## config.mk

```make
export PLATFORM = sky130hd
export DESIGN_NAME = mem_slave_regfile_flat
export DESIGN_NICKNAME = d
export VERILOG_FILES = /design/src/rtl/mem_slave_regfile_if.sv /design/src/rtl/mem_slave_regfile.sv /design/src/flat_wrapper.sv
export SDC_FILE = /design/constraint.sdc
export NUM_CORES = 1
export LEC_CHECK = 0
export CAP_MARGIN = 5
export CORE_MARGIN = 2
export CORE_UTILIZATION = 46
export CTS_CLUSTER_SIZE = 8
export DETAILED_ROUTE_END_ITERATION = 7
export PLACE_DENSITY = 0.81
export SLEW_MARGIN = 20
export SYNTH_ARGS = -nofsm -noshare
export SYNTH_HDL_FRONTEND = slang
export SYNTH_SLANG_ARGS = --single-unit
```

## constraint.sdc

```tcl
create_clock -name clock -period 2.3 [get_ports clock]
set_input_delay 0.46 -clock clock [delete_from_list [all_inputs] [get_ports clock]]
set_output_delay 0.46 -clock clock [all_outputs]
set_load 0.05 [all_outputs]
```

## src/rtl/mem_slave_regfile_if.sv

```systemverilog
// Request/acknowledge bus between a configuration master and the register-file slave.
// The master holds its request fields stable until it sees mem_ack.
interface mem_slave_regfile_if #(
    parameter int DATA_WIDTH = 8,
    parameter int ADDR_WIDTH = 8
);
    logic                  mem_sel_en;
    logic                  mem_wr_rd_s;
    logic [ADDR_WIDTH-1:0] mem_addr;
    logic [DATA_WIDTH-1:0] mem_wr_data;
    logic [DATA_WIDTH-1:0] mem_rd_data;
    logic                  mem_ack;
    logic                  mem_err;

    modport master (
        output mem_sel_en, mem_wr_rd_s, mem_addr, mem_wr_data,
        input  mem_rd_data, mem_ack, mem_err
    );

    modport slave (
        input  mem_sel_en, mem_wr_rd_s, mem_addr, mem_wr_data,
        output mem_rd_data, mem_ack, mem_err
    );
endinterface

```

## src/rtl/mem_slave_regfile.sv

```systemverilog
// Parametrised register-file slave on the mem_* bus with programmable ack latency,
// read-only ID register at index 0, error response and a flat configuration output.
module mem_slave_regfile #(
    parameter int                    DATA_WIDTH  = 8,
    parameter int                    ADDR_WIDTH  = 8,
    parameter int                    DEPTH       = 16,
    parameter int                    ACK_LATENCY = 1,
    parameter logic [DATA_WIDTH-1:0] ID_VALUE    = DATA_WIDTH'(8'hA5)
) (
    input  logic                        clock,
    input  logic                        reset,
    mem_slave_regfile_if.slave          bus,
    output logic [DEPTH*DATA_WIDTH-1:0] cfg_regs
);
    typedef enum logic [1:0] {ST_IDLE, ST_BUSY, ST_ACK, ST_HOLD} state_t;

    // DEPTH may equal 2**ADDR_WIDTH, so the range compare needs one extra bit.
    localparam logic [ADDR_WIDTH:0] DEPTH_LIMIT = (ADDR_WIDTH+1)'(DEPTH);
    localparam logic [3:0]          CNT_LOAD    = 4'(ACK_LATENCY - 1);

    state_t                  state_reg, state_next;
    logic [3:0]              cnt_reg, cnt_next;

    logic                    wr_reg;
    logic [ADDR_WIDTH-1:0]   addr_reg;
    logic [DATA_WIDTH-1:0]   wdata_reg;

    logic                    cur_wr;
    logic [ADDR_WIDTH-1:0]   cur_addr;
    logic [DATA_WIDTH-1:0]   cur_wdata;

    logic                    enter_ack;
    logic                    addr_in_range;
    logic                    illegal;
    logic [DATA_WIDTH-1:0]   rd_sel;

    logic                    ack_reg, ack_next;
    logic                    err_reg, err_next;
    logic [DATA_WIDTH-1:0]   rd_data_reg, rd_data_next;

    logic [DATA_WIDTH-1:0]   regs_reg [1:DEPTH-1];

    // With ACK_LATENCY=1 the transaction completes on the capture edge, so the
    // live bus fields are used in IDLE and the captured copies afterwards.
    always_comb begin
        if (state_reg == ST_IDLE) begin
            cur_wr    = bus.mem_wr_rd_s;
            cur_addr  = bus.mem_addr;
            cur_wdata = bus.mem_wr_data;
        end else begin
            cur_wr    = wr_reg;
            cur_addr  = addr_reg;
            cur_wdata = wdata_reg;
        end
    end

    assign addr_in_range = ({1'b0, cur_addr} < DEPTH_LIMIT);
    assign illegal       = !addr_in_range || (cur_wr && (cur_addr == '0));

    always_comb begin
        rd_sel = ID_VALUE;
        for (int i = 1; i < DEPTH; i++) begin
            if (cur_addr == ADDR_WIDTH'(i)) begin
                rd_sel = regs_reg[i];
            end
        end
    end

    always_ff @(posedge clock) begin
        if (reset) begin
            state_reg <= ST_IDLE;
            cnt_reg   <= '0;
        end else begin
            state_reg <= state_next;
            cnt_reg   <= cnt_next;
        end
    end

    always_comb begin
        state_next = state_reg;
        cnt_next   = cnt_reg;
        case (state_reg)
            ST_IDLE: begin
                if (bus.mem_sel_en) begin
                    cnt_next   = CNT_LOAD;
                    state_next = (ACK_LATENCY == 1) ? ST_ACK : ST_BUSY;
                end
            end
            ST_BUSY: begin
                cnt_next = cnt_reg - 4'd1;
                if (cnt_reg == 4'd1) begin
                    state_next = ST_ACK;
                end
            end
            ST_ACK: begin
                state_next = ST_HOLD;
            end
            ST_HOLD: begin
                if (!bus.mem_sel_en) begin
                    state_next = ST_IDLE;
                end
            end
            default: begin
                state_next = ST_IDLE;
            end
        endcase
    end

    // Outputs are precomputed from the next state and registered, so the ack
    // cycle coincides with the ACK state and no input reaches an output directly.
    always_comb begin
        enter_ack    = (state_next == ST_ACK);
        ack_next     = enter_ack;
        err_next     = enter_ack && illegal;
        rd_data_next = '0;
        if (enter_ack && !cur_wr && !illegal) begin
            rd_data_next = rd_sel;
        end
    end

    always_ff @(posedge clock) begin
        if (reset) begin
            ack_reg     <= 1'b0;
            err_reg     <= 1'b0;
            rd_data_reg <= '0;
        end else begin
            ack_reg     <= ack_next;
            err_reg     <= err_next;
            rd_data_reg <= rd_data_next;
        end
    end

    always_ff @(posedge clock) begin
        if (reset) begin
            wr_reg    <= 1'b0;
            addr_reg  <= '0;
            wdata_reg <= '0;
        end else if (state_reg == ST_IDLE && bus.mem_sel_en) begin
            wr_reg    <= bus.mem_wr_rd_s;
            addr_reg  <= bus.mem_addr;
            wdata_reg <= bus.mem_wr_data;
        end
    end

    assign cfg_regs[0 +: DATA_WIDTH] = ID_VALUE;

    // Register 0 is the constant ID; only indices 1..DEPTH-1 are storage.
    generate
        for (genvar gi = 1; gi < DEPTH; gi++) begin : g_reg
            always_ff @(posedge clock) begin
                if (reset) begin
                    regs_reg[gi] <= '0;
                end else if (enter_ack && cur_wr && (cur_addr == ADDR_WIDTH'(gi))) begin
                    regs_reg[gi] <= cur_wdata;
                end
            end
            assign cfg_regs[gi*DATA_WIDTH +: DATA_WIDTH] = regs_reg[gi];
        end
    endgenerate

    assign bus.mem_ack     = ack_reg;
    assign bus.mem_err     = err_reg;
    assign bus.mem_rd_data = rd_data_reg;
endmodule

```

## src/flat_wrapper.sv

```systemverilog
// flat-port wrapper written by rule: the top's interface ports become plain ports
module mem_slave_regfile_flat 
#(
    parameter int                    DATA_WIDTH  = 8,
    parameter int                    ADDR_WIDTH  = 8,
    parameter int                    DEPTH       = 16,
    parameter int                    ACK_LATENCY = 1,
    parameter logic [DATA_WIDTH-1:0] ID_VALUE    = DATA_WIDTH'(8'hA5)
)
  (clock, reset, cfg_regs, bus_mem_sel_en, bus_mem_wr_rd_s, bus_mem_addr, bus_mem_wr_data, bus_mem_rd_data, bus_mem_ack, bus_mem_err);
  mem_slave_regfile_if #(.DATA_WIDTH(DATA_WIDTH), .ADDR_WIDTH(ADDR_WIDTH)) bus_i ();
  input  logic clock;
  input  logic reset;
  output logic [DEPTH*DATA_WIDTH-1:0] cfg_regs;
  input wire logic [$bits(bus_i.mem_sel_en)-1:0] bus_mem_sel_en;
  input wire logic [$bits(bus_i.mem_wr_rd_s)-1:0] bus_mem_wr_rd_s;
  input wire logic [$bits(bus_i.mem_addr)-1:0] bus_mem_addr;
  input wire logic [$bits(bus_i.mem_wr_data)-1:0] bus_mem_wr_data;
  output wire logic [$bits(bus_i.mem_rd_data)-1:0] bus_mem_rd_data;
  output wire logic [$bits(bus_i.mem_ack)-1:0] bus_mem_ack;
  output wire logic [$bits(bus_i.mem_err)-1:0] bus_mem_err;
  assign bus_i.mem_sel_en = bus_mem_sel_en;
  assign bus_i.mem_wr_rd_s = bus_mem_wr_rd_s;
  assign bus_i.mem_addr = bus_mem_addr;
  assign bus_i.mem_wr_data = bus_mem_wr_data;
  assign bus_mem_rd_data = bus_i.mem_rd_data;
  assign bus_mem_ack = bus_i.mem_ack;
  assign bus_mem_err = bus_i.mem_err;
  mem_slave_regfile #(.DATA_WIDTH(DATA_WIDTH), .ADDR_WIDTH(ADDR_WIDTH), .DEPTH(DEPTH), .ACK_LATENCY(ACK_LATENCY), .ID_VALUE(ID_VALUE)) u_core (.clock(clock), .reset(reset), .bus(bus_i), .cfg_regs(cfg_regs));
endmodule
```

# Word level (Yosys, flattened, before mapping)
# Memories as Yosys holds them, arrays and structs flattened.
# Cells that the tools add are included.
word_totals:
  reg_bits: 33
  ramBits: 120
  in_bits: 20
  out_inout_bits: 138
  elab_cells: 164
  mem_count: 1
classes:
  add_sub_neg: 1
  order_cmp: 1
  eq_ne: 21
  n_mux: 86
  n_bitwise: 16
  reduce_logical: 30
memory_table:
  columns: ["name", "words", "word_bits", "read_ports", "rd_clocked_by_memory_dff", "wr", "line", "source"]
  rows:
  - ["u_core.regs_reg", 15, 8, 15, 0, 15, "mem_slave_regfile.sv:41", "logic [DATA_WIDTH-1:0] regs_reg [1:DEPTH-1];"]
op_table:
  columns: ["cell", "count"]
  rows:
  - ["2-to-1 mux 8 bit", 32]
  - ["equality test 8 x 4 -> 1 bit (second input constant)", 8]
  - ["2-to-1 mux 1 bit", 48]
  - ["equality test 8 x 3 -> 1 bit (second input constant)", 4]
  - ["logical AND 1 bit", 21]
  - ["equality test 8 x 2 -> 1 bit (second input constant)", 2]
  - ["bitwise OR 1 bit", 15]
  - ["equality test 8 x 1 -> 1 bit (second input constant)", 1]
  - ["logical NOT 8 bit", 1]
  - ["less-than comparator 8 x 5 -> 1 bit (second input constant)", 1]
  - ["one-hot mux 2 bit (4 select lines)", 1]
  - ["one-hot mux 4 bit (2 select lines)", 1]
  - ["equality test 2 bit (second input constant)", 3]
  - ["2-to-1 mux 2 bit", 3]
  - ["equality test 4 x 1 -> 1 bit (second input constant)", 1]
  - ["2-to-1 mux 4 bit", 1]
  - ["subtractor 4 x 1 -> 4 bit (second input constant)", 1]
  - ["logical NOT 1 bit", 3]
  - ["equality test 2 x 1 -> 1 bit (second input constant)", 1]
  - ["logical NOT 2 bit", 1]
  - ["!= test 2 bit (second input constant)", 1]
  - ["AND reduction 2 bit", 1]
  - ["nonzero test 2 bit", 1]
  - ["OR reduction 2 bit", 1]
  - ["2 further kinds", 2]

# Depth between registers and ports, before layout
logic_depth:
  word_depth: 18
  depth_mapped: 11
  mapped_depth_nobuf: 9

# Worst setup path after synthesis
# OpenSTA, ideal clock, no wires.
synth_path:
  kind: "reg-to-reg"
  from: "reg u_core.state_reg[1]"
  to: "reg u_core.regs_reg[0][112] (netlist name)"
  setup_time_ns: 0.326
  t_arrival_ns: 1.908
  required_ns: 1.974
  slack_ns: 0.066
  path_stages_with_launch: 8
  path_buffers: 2
  period_less_slack_ns: 2.234
  path_cell_list: "dfxtp_1 > buf_2 > nor2_4 > mux2i_1 > nand2_2 > nor2_1 > buf_2 > a21o_1"
synth_lines:
  columns: ["item", "line", "source"]
  rows:
  - ["start: declaration", "mem_slave_regfile.sv:21", "state_t state_reg, state_next;"]
  - ["start signal: assignment", "mem_slave_regfile.sv:74", "state_reg <= state_next;"]

==> out/qor.csv <==
stage,metric,value,unit
grt,vias in the first global route,6410,
run_status,outcome,finished with violations,
cells_and_area,number of inserted diodes,0,
placed_design,PortBufs,149,
detailed_routing,vias per cell,6.171,
cts,maximum root-to-sink buffer count,2,
yosys,post-synth top area share,0.5201,
cts,cts bufs inserted,17,
floorplan,Die ar.,0.01606,mm2
cells_and_area,footprint of the multi-input gates,0.002858,mm2
run_status,violated checks,setup timing,
detailed_routing,post-route ant nets,0,
detailed_routing,WL per Instance,23.35,um
critical_path,Worst R2R Start,u_core.addr_reg[5],
floorplan,Die W,126.7,um
critical_path,"Req. time, crit path",2450,ps
cts,clk slew on worst S/H paths,60,ps
yosys,ys async rst share,0,
critical_path,Critical Path End Type,flop,
power_and_ir_drop,Design Power,7.965,mW
yosys,post-synth top area cell,edfxtp_1,
grt,largest net degree at the start of global routing,40,
cells_and_area,nets,924,
yosys,top area cells in the synthesized netlist,"edfxtp_1, dfxtp_1, nor2_1",
yosys,prevailing post-synth register cell,edfxtp_1,
yosys,Synth Warn #,0,
yosys,area of the mapped netlist,0.006928,mm2
yosys,number of synthesized register bits,153,
power_and_ir_drop,Max VDD drop,549.2,uV
power_and_ir_drop,leakage power,4.049,nW
detailed_routing,First-pass DRT Iterations,6,
critical_path,R2R Setup Slk,-70,ps
sta,Clock Skew,10.66,ps
critical_path,critical path peak fanout,8,
placed_design,DP Wirelength,17.67,mm
sta,Rel. slew slack,0.6238,
critical_path,crit path kind,flop to flop,
critical_path,WP data arrival,2530,ps
critical_path,number of cells on the worst reg-to-reg path,7,
cells_and_area,P&R area growth vs syn,52.70,%
job,total of max-cap violations,0,
floorplan,Core ar.,0.01464,mm2
sta,RSZ-0062 raised after global routing,true,
placed_design,GP Congestion,0.9235,
critical_path,reg2reg end,u_core.regs_reg[0][40],
floorplan,I/O pin count,158,
cts,clk_lat worst skew,430,ps
detailed_routing,Iteration-0 DRC Markers,868,
sta,Tightest Pin Transition,562.9,ps
sta,Final Hold Fails,0,
yosys,"count leader, synth",nor2_1,
floorplan,Core Rows,44,
yosys,commonest cells in the netlist,"nor2_1, edfxtp_1, nand2_1",
grt,initial antenna violation count,0,
worst_hold_path,worst hold stages,2,
yosys,cell count after synthesis,637,
cells_and_area,sequential cell area,0.004268,mm2
sta,hold_ws,453.2,ps
floorplan,Die Y,126.7,um
detailed_routing,# DRC,0,
cells_and_area,share of layout cells above drive strength 1,0.2699,
cts,H-tree levels,4,
sta,final setup TNS,-888.4,ps
grt,GRT Total Usage,0.3078,
placed_design,Area after DPL,0.009445,mm2
grt,gr ovfl total,0,
cts,CTS Hold Bufs,0,
placed_design,# placed instances,1052,
sta,FMAX,421.1,MHz
worst_hold_path,WHS Endpoint,u_core.wdata_reg[7],
sta,fin crit share,1.032,
cells_and_area,Final Cell Area,0.01058,mm2
yosys,number of flops mapped to enable cells by yosys,120,
worst_hold_path,Hold Crit Class,flop to flop,
critical_path,Worst setup SP type,flop,
placed_design,pre-CTS setup slack,-764.1,ps
cells_and_area,final instance count without filler cells,1099,
sta,Final Worst Setup Slack,-74.61,ps
worst_hold_path,min-delay src,u_core.wdata_reg[7],
yosys,Mean Syn Cell Area,10.88,um2
detailed_routing,DRT Wirelength,25.66,mm
sta,Final setup viols,15,
floorplan,Starting Density,0.4731,
detailed_routing,DR vias,6782,
cells_and_area,Util after Layout,0.7224,
yosys,sequential-to-total area share from yosys stat,0.6155,
grt,first-pass GRT wire length,36.94,mm
sta,final worst path period need,2375,ps
cells_and_area,max reg flops,120,
sta,Max Slew Vio Count,0,
yosys,Synth cell types,62,
power_and_ir_drop,pwr/cell area,752.9,mW/mm2
cells_and_area,Filler cells,917,
cts,clk sink count,153,
cts,CTS tree,done,
cts,Root Driver,clkbuf_16,
worst max-delay path, stage by stage (launching register included):
cell,delay (ps)
dfxtp_2,340
or4_4,560
o32a_4,450
nor2_4,230
buf_4,150
buf_6,80
a21o_1,150
buf_12,130
final cells by class:
type / count / share of cell area
clock buffers: 18 / 0.04057
clock inverters: 14 / 0.01609
inverters: 4 / 0.001419
multi-input cells: 451 / 0.2701
flip-flops and latches: 153 / 0.4034
well taps: 184 / 0.02176
repair buffers: 275 / 0.2466
cells by family (layout without fill, tap and decap cells):
| group | Yosys count | after routing | share of synthesized area |
|---|---|---|---|
| adder cells (fa/ha/maj) | 2 | 2 | 0.003611 |
| AND/OR/NAND/NOR | 289 | 289 | 0.1893 |
| flip-flops | 153 | 153 | 0.6155 |
| AO/OA/AOI/OAI | 141 | 141 | 0.1436 |
| other | 2 | 8 | 0.001084 |
| multiplexers | 11 | 11 | 0.01625 |
| buffers and inverters | 39 | 311 | 0.03070 |
metal layers:
layer,vias up,global-route usage,share of wire
li1,2864,-,-
met1,3198,0.3914,0.35
met2,611,0.4893,0.47
met3,109,0.09152,0.13
met4,0,0.1396,0.048
met5,-,0,0
report_power, final:
group	leakage [nW]	switching, mW	total (mW)	internal [mW]
Clock	0.285	1.14	2.85	1.71
Combinational	2.25	1.19	1.89	0.701
Sequential	1.51	0.123	3.23	3.10
Total	4.05	2.45	7.96	5.51
worst max path at each step:
stage / start / endpoint / slack [ps] / depth (start not counted)
global placement: bus_mem_addr[1] / u_core.bus.mem_rd_data[4] / -710 / 10
finish: u_core.addr_reg[5] / u_core.regs_reg[0][40] / -70 / 7
CTS: u_core.addr_reg[5] / u_core.bus.mem_rd_data[6] / -10 / 7
floorplan: u_core.state_reg[1] / u_core.regs_reg[0][112] / 70 / 7
global route: u_core.state_reg[0] / u_core.bus.mem_rd_data[1] / -140 / 9
detailed placement: bus_mem_addr[1] / u_core.bus.mem_rd_data[3] / -760 / 9
timing repair:
action	CTS	global route
gates resized for setup	52	58
setup endpoints to repair	114	128
pin swaps	14	23
buffers inserted	7	9
placed cells by master, fill, tap and decap left out, types with 5 or more instances in the layout:
cell	count
nor2_4	8
nand3_1	9
nand2_1	60
clkbuf_16	17
dlygate4sd2_1	6
buf_6	7
nand2b_1	6
o21ai_1	8
nand2_2	8
nor2_1	147
mux2i_1	8
a21oi_1	31
nor3_1	7
a221oi_2	5
a21o_1	15
a22oi_1	11
buf_12	12
nor2_2	6
o22ai_1	15
conb_1	8
buf_4	107
edfxtp_1	120
dfxtp_1	30
o21ai_2	9
clkdlybuf4s50_1	142
Power figures use the tool's default switching activity.
